`src/rtl/color_palette_banked.sv`:
```
// Double-buffered colour palette. Lookups read the active bank and writes go to the shadow bank.
// A requested swap takes effect at the next frame start and then copies the new active bank back.
module color_palette_banked #(
   parameter int INDEX_WIDTH = 4,
   parameter int COLOR_WIDTH = 10,
   parameter logic [COLOR_WIDTH-1:0] VOID_COLOR    = COLOR_WIDTH'(10'b0000_100_100),
   parameter logic [COLOR_WIDTH-1:0] DEFAULT_COLOR = COLOR_WIDTH'(10'b1111_100_100)
) (
   input  logic                   clock_in,
   input  logic                   reset_n_in,
   input  logic [INDEX_WIDTH-1:0] pixel_index_in,
   input  logic                   pixel_valid_in,
   output logic [COLOR_WIDTH-1:0] yuv_color_out,
   output logic                   yuv_valid_out,
   input  logic                   assign_color_enable_in,
   input  logic [INDEX_WIDTH-1:0] assign_color_index_in,
   input  logic [COLOR_WIDTH-1:0] assign_color_value_in,
   output logic                   assign_ready_out,
   input  logic                   swap_request_in,
   input  logic                   frame_start_in,
   output logic                   swap_pending_out,
   output logic                   active_bank_out
);

   localparam int N = 1 << INDEX_WIDTH;
   localparam logic [INDEX_WIDTH-1:0] LAST_IDX = INDEX_WIDTH'(N - 1);

   localparam logic [1:0] ST_IDLE    = 2'd0;
   localparam logic [1:0] ST_PENDING = 2'd1;
   localparam logic [1:0] ST_COPY    = 2'd2;

   logic [COLOR_WIDTH-1:0] mem [2][N];
   logic                   active_bank;
   logic [1:0]             state;
   logic [INDEX_WIDTH-1:0] copy_cnt;
   logic                   swap_latched;
   logic                   write_en;

   assign assign_ready_out = (state != ST_COPY);
   assign swap_pending_out = (state != ST_IDLE);
   assign active_bank_out  = active_bank;
   assign write_en         = assign_color_enable_in && assign_ready_out;

   always_ff @(posedge clock_in or negedge reset_n_in) begin
      if (!reset_n_in) begin
         for (int b = 0; b < 2; b++) begin
            for (int i = 0; i < N; i++) begin
               mem[b][i] <= (i == 0) ? VOID_COLOR : DEFAULT_COLOR;
            end
         end
         yuv_color_out <= VOID_COLOR;
         yuv_valid_out <= 1'b0;
         active_bank   <= 1'b0;
         state         <= ST_IDLE;
         copy_cnt      <= '0;
         swap_latched  <= 1'b0;
      end else begin
         // Lookup stage: reads the pre-edge active bank, so a swap on this edge is not yet visible
         yuv_valid_out <= pixel_valid_in;
         if (pixel_valid_in) begin
            yuv_color_out <= mem[active_bank][pixel_index_in];
         end
         // Shadow write uses the pre-edge bank select: on a swap edge it lands in the bank going active
         if (write_en) begin
            mem[~active_bank][assign_color_index_in] <= assign_color_value_in;
         end
         case (state)
            ST_IDLE: begin
               if (swap_request_in) begin
                  state <= ST_PENDING;
               end
            end
            ST_PENDING: begin
               if (frame_start_in) begin
                  active_bank <= ~active_bank;
                  copy_cnt    <= '0;
                  state       <= ST_COPY;
               end
            end
            ST_COPY: begin
               mem[~active_bank][copy_cnt] <= mem[active_bank][copy_cnt];
               copy_cnt <= copy_cnt + 1'b1;
               if (copy_cnt == LAST_IDX) begin
                  state        <= (swap_latched || swap_request_in) ? ST_PENDING : ST_IDLE;
                  swap_latched <= 1'b0;
               end else if (swap_request_in) begin
                  swap_latched <= 1'b1;
               end
            end
            default: begin
               state <= ST_IDLE;
            end
         endcase
      end
   end

endmodule

```
`config.mk`:
```
export PLATFORM = sky130hd
export DESIGN_NAME = color_palette_banked
export DESIGN_NICKNAME = d
export VERILOG_FILES = /design/src/rtl/color_palette_banked.sv
export SDC_FILE = /design/constraint.sdc
export NUM_CORES = 1
export LEC_CHECK = 0
export CAP_MARGIN = 20
export CORE_MARGIN = 3
export CORE_UTILIZATION = 43
export CTS_CLUSTER_SIZE = 24
export DETAILED_ROUTE_END_ITERATION = 10
export HOLD_SLACK_MARGIN = 0.12
export PLACE_DENSITY = 0.63
export SYNTH_ARGS = -nofsm -noshare
export SYNTH_HDL_FRONTEND = slang
export SYNTH_SLANG_ARGS = --single-unit
```
`constraint.sdc`:
```
create_clock -name clock_in -period 3 [get_ports clock_in]
set_clock_uncertainty 0.05 [all_clocks]
set_input_delay 0.3 -clock clock_in [delete_from_list [all_inputs] [get_ports clock_in]]
set_output_delay 0.3 -clock clock_in [all_outputs]
set_load 0.1 [all_outputs]
```
Word-level counts from Yosys, hierarchy flattened
Cells that the tools add are included.
{ "classes": {"addsub": 1, "order_cmp": 8, "reduce_logical": 13, "n_eq_ne": 7, "muxes": 30, "bitwise_logic": 6} }
{ "ops": {"columns": ["op", "count"], "rows": [
  ["$mux W160", 5],
  ["$bwmux W320", 2],
  ["$mux W320", 2],
  ["$demux W160 S1", 2],
  ["$bmux W10 S4", 2],
  ["$demux W10 S4", 2],
  ["$mux W10", 6],
  ["$ge A5 B5 Y1 const B", 3],
  ["$not A4 Y5", 3],
  ["$lt A5 B1 Y1 const B", 2],
  ["$ne A2 B2 Y1 const B", 4],
  ["$pmux W4 S2", 1],
  ["$mux W2", 3],
  ["$pmux W2 S3", 1],
  ["$reduce_and A2 Y1", 3],
  ["$reduce_bool A2 Y1", 3],
  ["$add A4 B1 Y4 const B", 1],
  ["$eq A4 B4 Y1 const B", 1],
  ["$ge A2 B2 Y1 const B", 2],
  ["$logic_and A1 B1 Y1", 4],
  ["$mux W4", 1],
  ["$not A1 Y2", 2],
  ["$mux W1", 3],
  ["$reduce_and A3 Y1", 1],
  ["6 further kinds", 6]
]} }
{ "word_totals": {"inputBits": 24, "wordCells": 103, "ff_bits": 339} }

Depth between registers and ports, before layout
Gate-level depths: netlist of run 1.
{ "logic_depth": {"word_depth": 11, "depth_mapped": 9} }

Worst setup path after synthesis of run 1
No wires, ideal clock.
{ "synth_path": {"path_type": "reg-to-reg", "from": "reg active_bank (netlist: active_bank_out)", "to": "reg mem[180] (netlist bit)", "period_less_slack_ns": 2.829, "setup_ns": 0.146, "path_slack_ns": 0.171, "stages_incl_launch_ff": 10, "path_buffers": 4, "t_arrival_ns": 2.633, "required_ns": 2.804, "path_cell_list": "dfrtp_1 -> buf_6 -> buf_6 -> buf_2 -> mux2_1 -> o22ai_1 -> nor3_1 -> nor4_4 -> buf_2 -> mux2i_1"} }
{ "synth_via": {"elab_chain_len": 10, "word_cells_on_any_way": 20} }
{ "synth_lines": {"columns": ["item", "line_no", "rtl"], "rows": [
  ["start, declared", "33", "logic active_bank;"],
  ["start signal, assigned", "75", "active_bank <= ~active_bank;"],
  ["branches (longest 9 deep; another with $bwmux W320)", null, null],
  ["$mux W320 *", "67", "case (state)"],
  ["end signal, assigned by index", "48", "mem[b][i] <= (i == 0) ? VOID_COLOR : DEFAULT_COLOR;"],
  ["end signal, assigned by index", "65", "mem[~active_bank][assign_color_index_in] <= assign_color_value_in;"],
  ["end signal, assigned by index", "81", "mem[~active_bank][copy_cnt] <= mem[active_bank][copy_cnt];"],
  ["end, declared", "32", "logic [COLOR_WIDTH-1:0] mem [2][N];"]
]} }
Mark *: on every way between the ends. The select of a mux whose other input is x is not followed.
A chain may end at the register's enable or synchronous reset.

Final worst setup path of run 1
{ "layout_path": {"from": "reg active_bank (netlist: active_bank_out)", "to": "reg mem[279] (netlist bit)"} }
The elaborated chain is that of the path after synthesis.

==> results of run 1 <==
critical path, stage by stage (launching register included):
cell     delay, ns
dfrtp_4       0.60
buf_12        0.29
mux2_2        0.25
o22ai_1       0.08
nor3_1        0.72
nor4_4        0.12
buf_4         0.28
mux2i_1       0.21
final timing paths:
| kind | start | to | cells past startpoint |
|---|---|---|---|
| min in group clock_in | swap_request_in | swap_latched$_DFFE_PN0P_ | 3 |
| worst min register to register | yuv_color_out[5]$_DFFE_PN1P_ | yuv_color_out[5]$_DFFE_PN1P_ | 2 |
| worst max-delay path | active_bank_out$_DFFE_PN0P_ | mem[279]$_DFF_PN1_ | 7 |
| worst min-delay path | reset_n_in | mem[63]$_DFF_PN0_ | 2 |
| worst max register to register | active_bank_out$_DFFE_PN0P_ | mem[279]$_DFF_PN1_ | 7 |
| max in group asynchronous | reset_n_in | mem[125]$_DFF_PN1_ | 3 |
state kept, by name, indices dropped and copies added (netlist names):
signal           count
active_bank_out      1
copy_cnt             4
mem                320
state                2
swap_latched         1
yuv_color_out       10
yuv_valid_out        1
metrics by stage:
step                total power (uW)  util (%)
floorplan                      16300         -
global placement               20600      46.8
detailed placement             20900      46.8
CTS                            25800      49.5
global route                   27100      49.5
finish                         25900      49.5
cells by family after synthesis:
family | count (synthesis) | share of synthesized area, %
simple gates | 237 | 7.02
xor+xnor | 1 | 0.0428
flops | 339 | 42.6
mux | 800 | 40.1
fa+ha+maj | 4 | 0.245
compound gates | 203 | 5.97
buf+inv | 177 | 3.97
cells in the final DEF, fill, tap and decap left out, types with 19 or more instances in the layout:
cell       synthesis  final
mux2_1            22     22
clkbuf_1          85     20
nand3_1           23     23
clkbuf_16          0     41
nor2_1            59     59
nand2_1           34     34
o21ai_0           19     19
buf_4              2    114
dfstp_2          186    186
mux2i_1          640    640
buf_12             0     19
o22ai_1          141    141
nor3_1            45     43
nor4_1            20     20
a21oi_1           26     26
dfrtp_1          153    152
mux2_2           138    138
layer usage:
metal	GRT usage (%)	routed length, microns	up-vias	share of wire (%)
met5	0	0	-	0
met4	9.66	2740	0	4.1
met3	4.70	4170	139	6.3
met2	40.9	29600	613	45
met1	36.8	29800	7601	45
li1	-	-	6588	-
final cells by class:
cell class                      instances  area, sq um
Fill cell                            4172        23600
Multi-Input combinational cell       1245        11000
Sequential cell                       339         8720
Timing Repair Buffer                  157         1450
Clock buffer                           65         1160
Tap cell                              607          759
Clock inverter                          8         97.6
Inverter                                5         18.8
report_power, final:
group          switching (uW)  leakage (uW)  internal, uW
clock network            1950      0.000598          2810
registers                1160       0.00354          7440
logic                    7590       0.00722          4950
timing repair:
action	CTS	global route
endpoints found under the hold margin	52	0
buffers inserted	0	0
hold buffers	1	0
endpoints found under the setup margin	0	0
==> impl_metrics.yaml, run 1 <==
routing:
  final_antenna_net_count: 0
  drtIter0Drc: 1609
  routed_wl_mm: 66.3
  avgRoutedWirePerCell_microns: 27.3
  vias_per_cell: 6.16
  drc: 0
  drtPass1Iterations: 7
  vias: 14900
timing:
  slew_headroom_pct: 34.8
  tns_ns: 0
  rsz0062_at_grt: "false"
  fin_ws_ns: 0.223
  setup_violations: 0
  max_freq_mhz: 360
  report.final.slew_viol_count: 0
  tightest_slew_ns: 0.968
  finalHoldViolCount: 0
  period_minus_slack_ns: 2.78
  post-route-period-util_pct: 92.6
  fin_hold_ws_ns: 0.285
synthesis:
  synth_area_per_cell_sq_um: 11.6
  synth_cell_types: 45
  synth.area.top_cells: "mux2i_1, dfstp_2, dfrtp_1, mux2_2, o22ai_1"
  yosysMostFrequentCell: "mux2i_1"
  synth_top_area_share_pct: 31.3
  syn_nets: 1789
  syn_inst: 1761
  yosys.area.top_type: "mux2i_1"
  synth_top_cells_by_count: "mux2i_1, dfstp_2, dfrtp_1"
  synth_ff_type: "dfstp_2"
  synthArstFlopShare_pct: 100
  ys_warn_count: 0
  synth_edf_count: 0
  synth_seq_cells: 339
  ys_seq_area_share_pct: 42.6
  syn-cell-area_sq_um: 20400
global_routing:
  antenna_found_initial: 0
  grt_pass1_wl_mm: 100
  overflow: 0
  grt_pass1_vias: 15300
  grt_max_degree: 84
  grt_usage_pct: 26.3
layout:
  finalInstanceArea_sq_um: 23200
  antenna_cells: 0
  drive_above_1_share_pct: 30.3
  stdcell_count: 2426
  nets: 1817
  area_growth_syn_to_layout_pct: 13.2
floorplanning:
  rows: 79
  die_w_microns: 224
  core_area_sq_um: 46800
  die_h_microns: 224
  pin_count: 38
  dieArea_sq_um: 50200
  initial_core_util_pct: 43.7
setup_path:
  critPathRequiredTime_ns: 3.41
  crit_type: "flip-flop to flip-flop"
  critical_path.endpoint_type: "flip-flop"
  start_kind: "flip-flop"
  arrival_ns: 3.19
  cp_max_fo: 43
  timing.reg2reg.setup_slack_ns: 0.22
cts:
  cts_buffers: 41
  clk_latency_ns: 0.56
  path_clk_slew_ns: 0.06
  tritoncts: "built"
  cts.sinks: 339
  root_buffer: "clkbuf_16"
  htreeDepth: 2
  clockBufferDepth: 3
  post_cts_resized: 0
hold_path:
  min-delay-path-class: "input port to asynchronous set/reset pin"
power:
  powerDensity_nw_per_um2: 1120
  leakagePower_uw: 0.0114
  ir_drop_uv: 544
placement:
  place_hpwl_mm: 43.9
  post_dp_cell_area_sq_um: 21900
  post-place-ws_ns: 0.266
  io_buffer_count: 37
  place_congestion: 0.956
  place_inst: 2352
run:
  drv_cap: 0
run_status:
  status: "completed"
Power figures use the tool's default switching activity.
==> run 2, diff against run 1 <==
--- a/config.mk
+++ b/config.mk
@@ -12,6 +12,7 @@
 export DETAILED_ROUTE_END_ITERATION = 10
 export HOLD_SLACK_MARGIN = 0.12
 export PLACE_DENSITY = 0.63
+export SLEW_MARGIN = 20
 export SYNTH_ARGS = -nofsm -noshare
 export SYNTH_HDL_FRONTEND = slang
 export SYNTH_SLANG_ARGS = --single-unit
==> results of run 2 <==
The final DEF is identical to that of run 1; final timing and power are the same.
==> run 3, diff against run 2 <==
--- a/config.mk
+++ b/config.mk
@@ -5,13 +5,14 @@
 export SDC_FILE = /design/constraint.sdc
 export NUM_CORES = 1
 export LEC_CHECK = 0
+export ABC_AREA = 1
 export CAP_MARGIN = 20
 export CORE_MARGIN = 3
-export CORE_UTILIZATION = 43
+export CORE_UTILIZATION = 64
 export CTS_CLUSTER_SIZE = 24
 export DETAILED_ROUTE_END_ITERATION = 10
 export HOLD_SLACK_MARGIN = 0.12
-export PLACE_DENSITY = 0.63
+export PLACE_DENSITY = 0.85
 export SLEW_MARGIN = 20
 export SYNTH_ARGS = -nofsm -noshare
 export SYNTH_HDL_FRONTEND = slang
==> run 3 against run 2 <==
Net effect: maximum frequency is 4.0% lower; setup slack worse by 0.11 ns; via count is 56% higher; critical path type unchanged; sequential power is 4.8% higher; power rose by 19%; flip-flop and latch count is the same; utilization grew 23 points; critical path depth grew 4; synthesized area is 1.3% higher.
==> impl_metrics.yaml, run 3 <==
run_status:
  status: "completed"
power:
  p_sw_uw: 15600
  p_seq_share_pct: 29.3
  finalPower_uw: 30700
  powerDensity_nw_per_um2: 1340
  p_int_uw: 15100
  leakagePower_uw: 0.0104
  comb_power_share_pct: 54.6
  switching_share_pct: 50.7
  clockPowerShare_pct: 16.1
  ir_drop_uv: 1270
timing:
  rsz0062_at_grt: "false"
  slew_headroom_pct: 52.6
  report.final.slew_viol_count: 0
  fin_hold_ws_ns: 0.309
  setup_violations: 0
  post-route-period-util_pct: 96.4
  period_minus_slack_ns: 2.89
  finalHoldViolCount: 0
  tns_ns: 0
  tightest_slew_ns: 0.712
  max_freq_mhz: 346
setup_path:
  crit_type: "flip-flop to flip-flop"
  start_kind: "flip-flop"
  r2r_cells: 11
  arrival_ns: 3.24
  reg2reg_to: "mem[304]$_DFF_PN0_"
  critPathRequiredTime_ns: 3.35
  r2r_start: "active_bank_out$_DFFE_PN0P_"
  timing.reg2reg.setup_slack_ns: 0.11
  critical_path.endpoint_type: "flip-flop"
  cp_max_fo: 72
routing:
  routed_wl_mm: 88.3
  avgRoutedWirePerCell_microns: 26.4
  drtPass1Iterations: 8
  final_antenna_net_count: 0
  vias_per_cell: 6.97
  wl_met1_mm: 30.9
  dr.max_layer_used: "met4"
  dr_wl_met2_mm: 34.9
  drc: 0
  vias: 23300
  drtIter0Drc: 3677
  wl_met3_mm: 14.9
layout:
  area_growth_syn_to_layout_pct: 10.7
  regMostFlops: "mem"
  largest_reg_flops: 320
  post-route-util_pct: 72.3
  most-common-layout-cells: "nand2_1, nand3_1, o21ai_0, a21oi_1, dfstp_2"
  top_regs: "mem: 320 flops, yuv_color_out: 10 flops, copy_cnt: 4 flops"
  nets: 2935
  drive_above_1_share_pct: 13.8
  final_common_cell: "nand2_1"
synthesis:
  synth_seq_cells: 339
  syn_inst: 2946
  synth_ff_type: "dfstp_2"
  synth_top_cells_by_count: "nand2_1, nand3_1, o21ai_0"
  ys_warn_count: 0
  yosysMostFrequentCell: "nand2_1"
  syn-cell-area_sq_um: 20700
  synth_cell_types: 31
  syn_nets: 2974
  synth_area_per_cell_sq_um: 7.03
  synth_top_area_share_pct: 23.6
  yosys.area.top_type: "dfstp_2"
  synth_edf_count: 0
  synth.area.top_cells: "dfstp_2, dfrtp_1, nand2_1, nand3_1, o21ai_0"
  ys_seq_area_share_pct: 42.1
  synthArstFlopShare_pct: 100
floorplanning:
  initial_core_util_pct: 65.3
  pin_count: 38
  rows: 65
  dieArea_sq_um: 34600
  core_area_sq_um: 31700
  die_h_microns: 186
  die_w_microns: 186
placement:
  io_buffer_count: 37
  place_hpwl_mm: 57.9
  place_congestion: 1.04
global_routing:
  grt_pass1_wl_mm: 131
  grt_pass1_vias: 21500
  grt_usage_pct: 50.5
  grt_max_degree: 94
  antenna_found_initial: 1
  overflow: 0
hold_path:
  min-delay-path-class: "input port to asynchronous set/reset pin"
cts:
  post-cts-setup-buffers: 0
  clockBufferDepth: 3
  tritoncts: "built"
  path_clk_slew_ns: 0.06
  htreeDepth: 2
  cts.sinks: 339
  root_buffer: "clkbuf_16"
  clk_latency_ns: 0.55
  cts_buffers: 39
run:
  drv_cap: 0
-- run 3: changes by cell type after synthesis, moves of 39 or more --
| cell | change |
|---|---|
| nand2_1 | +795 |
| inv_1 | +73 |
| a21oi_1 | +258 |
| o21ai_0 | +363 |
| nor2_1 | +39 |
| nand3_1 | +526 |
| o211ai_1 | +57 |
| mux2i_1 | -640 |
| mux2_2 | -138 |
| nor3_1 | -44 |
| o22ai_1 | -140 |
-- run 3: critical path, stage by stage, from the launching register on --
cell and delay [ns]:
dfrtp_4 0.66, inv_4 0.09, buf_12 0.20, nand2_1 0.20
nand3_1 0.10, nand3_1 0.24, nand2_1 0.13, nand2_1 0.16
nand2_1 0.12, nor2_4 0.13, buf_4 0.39, o21ai_0 0.17
-- run 3: cells by family (layout without fill, tap and decap cells) --
logic type / after synthesis / in the layout / share of synthesized area, %
and+or+nand+nor: 1503 / 1503 / 31.1
AOI/OAI and AO/OA: 773 / 773 / 19.6
DFF: 339 / 339 / 42.1
buffers and inverters: 325 / 314 / 6.90
adders and majority gates: 4 / 4 / 0.242
xor gates and xnor gates: 2 / 2 / 0.0846
other: 0 / 1 / 0
-- run 3: power by group through the flow --
| stage | clock, uW | combinational (uW) | sequential (uW) |
|---|---|---|---|
| floorplan | 0 | 9320 | 8710 |
| detailed placement | 0 | 15700 | 8920 |
| global route | 5120 | 17500 | 9190 |
| CTS | 4910 | 15800 | 8900 |
| global placement | 0 | 15300 | 8840 |
| finish | 4950 | 16800 | 9000 |
-- run 3: per-stage QoR --
stage                     area (sq um)  instances  setup WS [ns]
final                            22900       3338          0.108
after CTS                        22900       3337          0.185
after global placement           21600       3267          0.293
after floorplan                  20700       2946          0.427
after detailed placement         21600       3267          0.199
after global routing             22900       3338         0.0757
-- run 3: area by class of cell --
class,instances,area [sq um]
antenna,1,2.50
multi-input combinational,2282,10600
inverter,99,374
fill,2537,8780
clock buffer,63,1150
tap,402,503
clock inverter,6,130
sequential,339,8720
timing repair buffer,146,1420
-- run 3: per-layer routing --
metal,vias to the layer above,GRT usage [%]
li1,9954,-
met4,0,32.9
met3,560,18.7
met5,-,0
met2,2138,69.6
met1,10600,66.6
-- run 3: worst max-delay path by stage --
stage	end	cells past startpoint	startpoint	slack, ns
after CTS	mem[3]$_DFF_PN0_	7	active_bank_out$_DFFE_PN0P_	0.19
after global placement	mem[296]$_DFF_PN1_	9	assign_color_index_in[3]	0.29
after global routing	mem[235]$_DFF_PN1_	8	active_bank_out$_DFFE_PN0P_	0.08
final	mem[304]$_DFF_PN0_	11	active_bank_out$_DFFE_PN0P_	0.11
after detailed placement	mem[3]$_DFF_PN0_	7	active_bank_out$_DFFE_PN0P_	0.20
after floorplan	mem[261]$_DFF_PN0_	10	active_bank_out$_DFFE_PN0P_	0.43
-- run 3: timing repair --
action / in CTS / in global routing
resized for setup: 0 / 1
endpoints found under the hold margin: 51 / 0
hold buffers: 1 / 0
setup endpoints to repair: 0 / 4
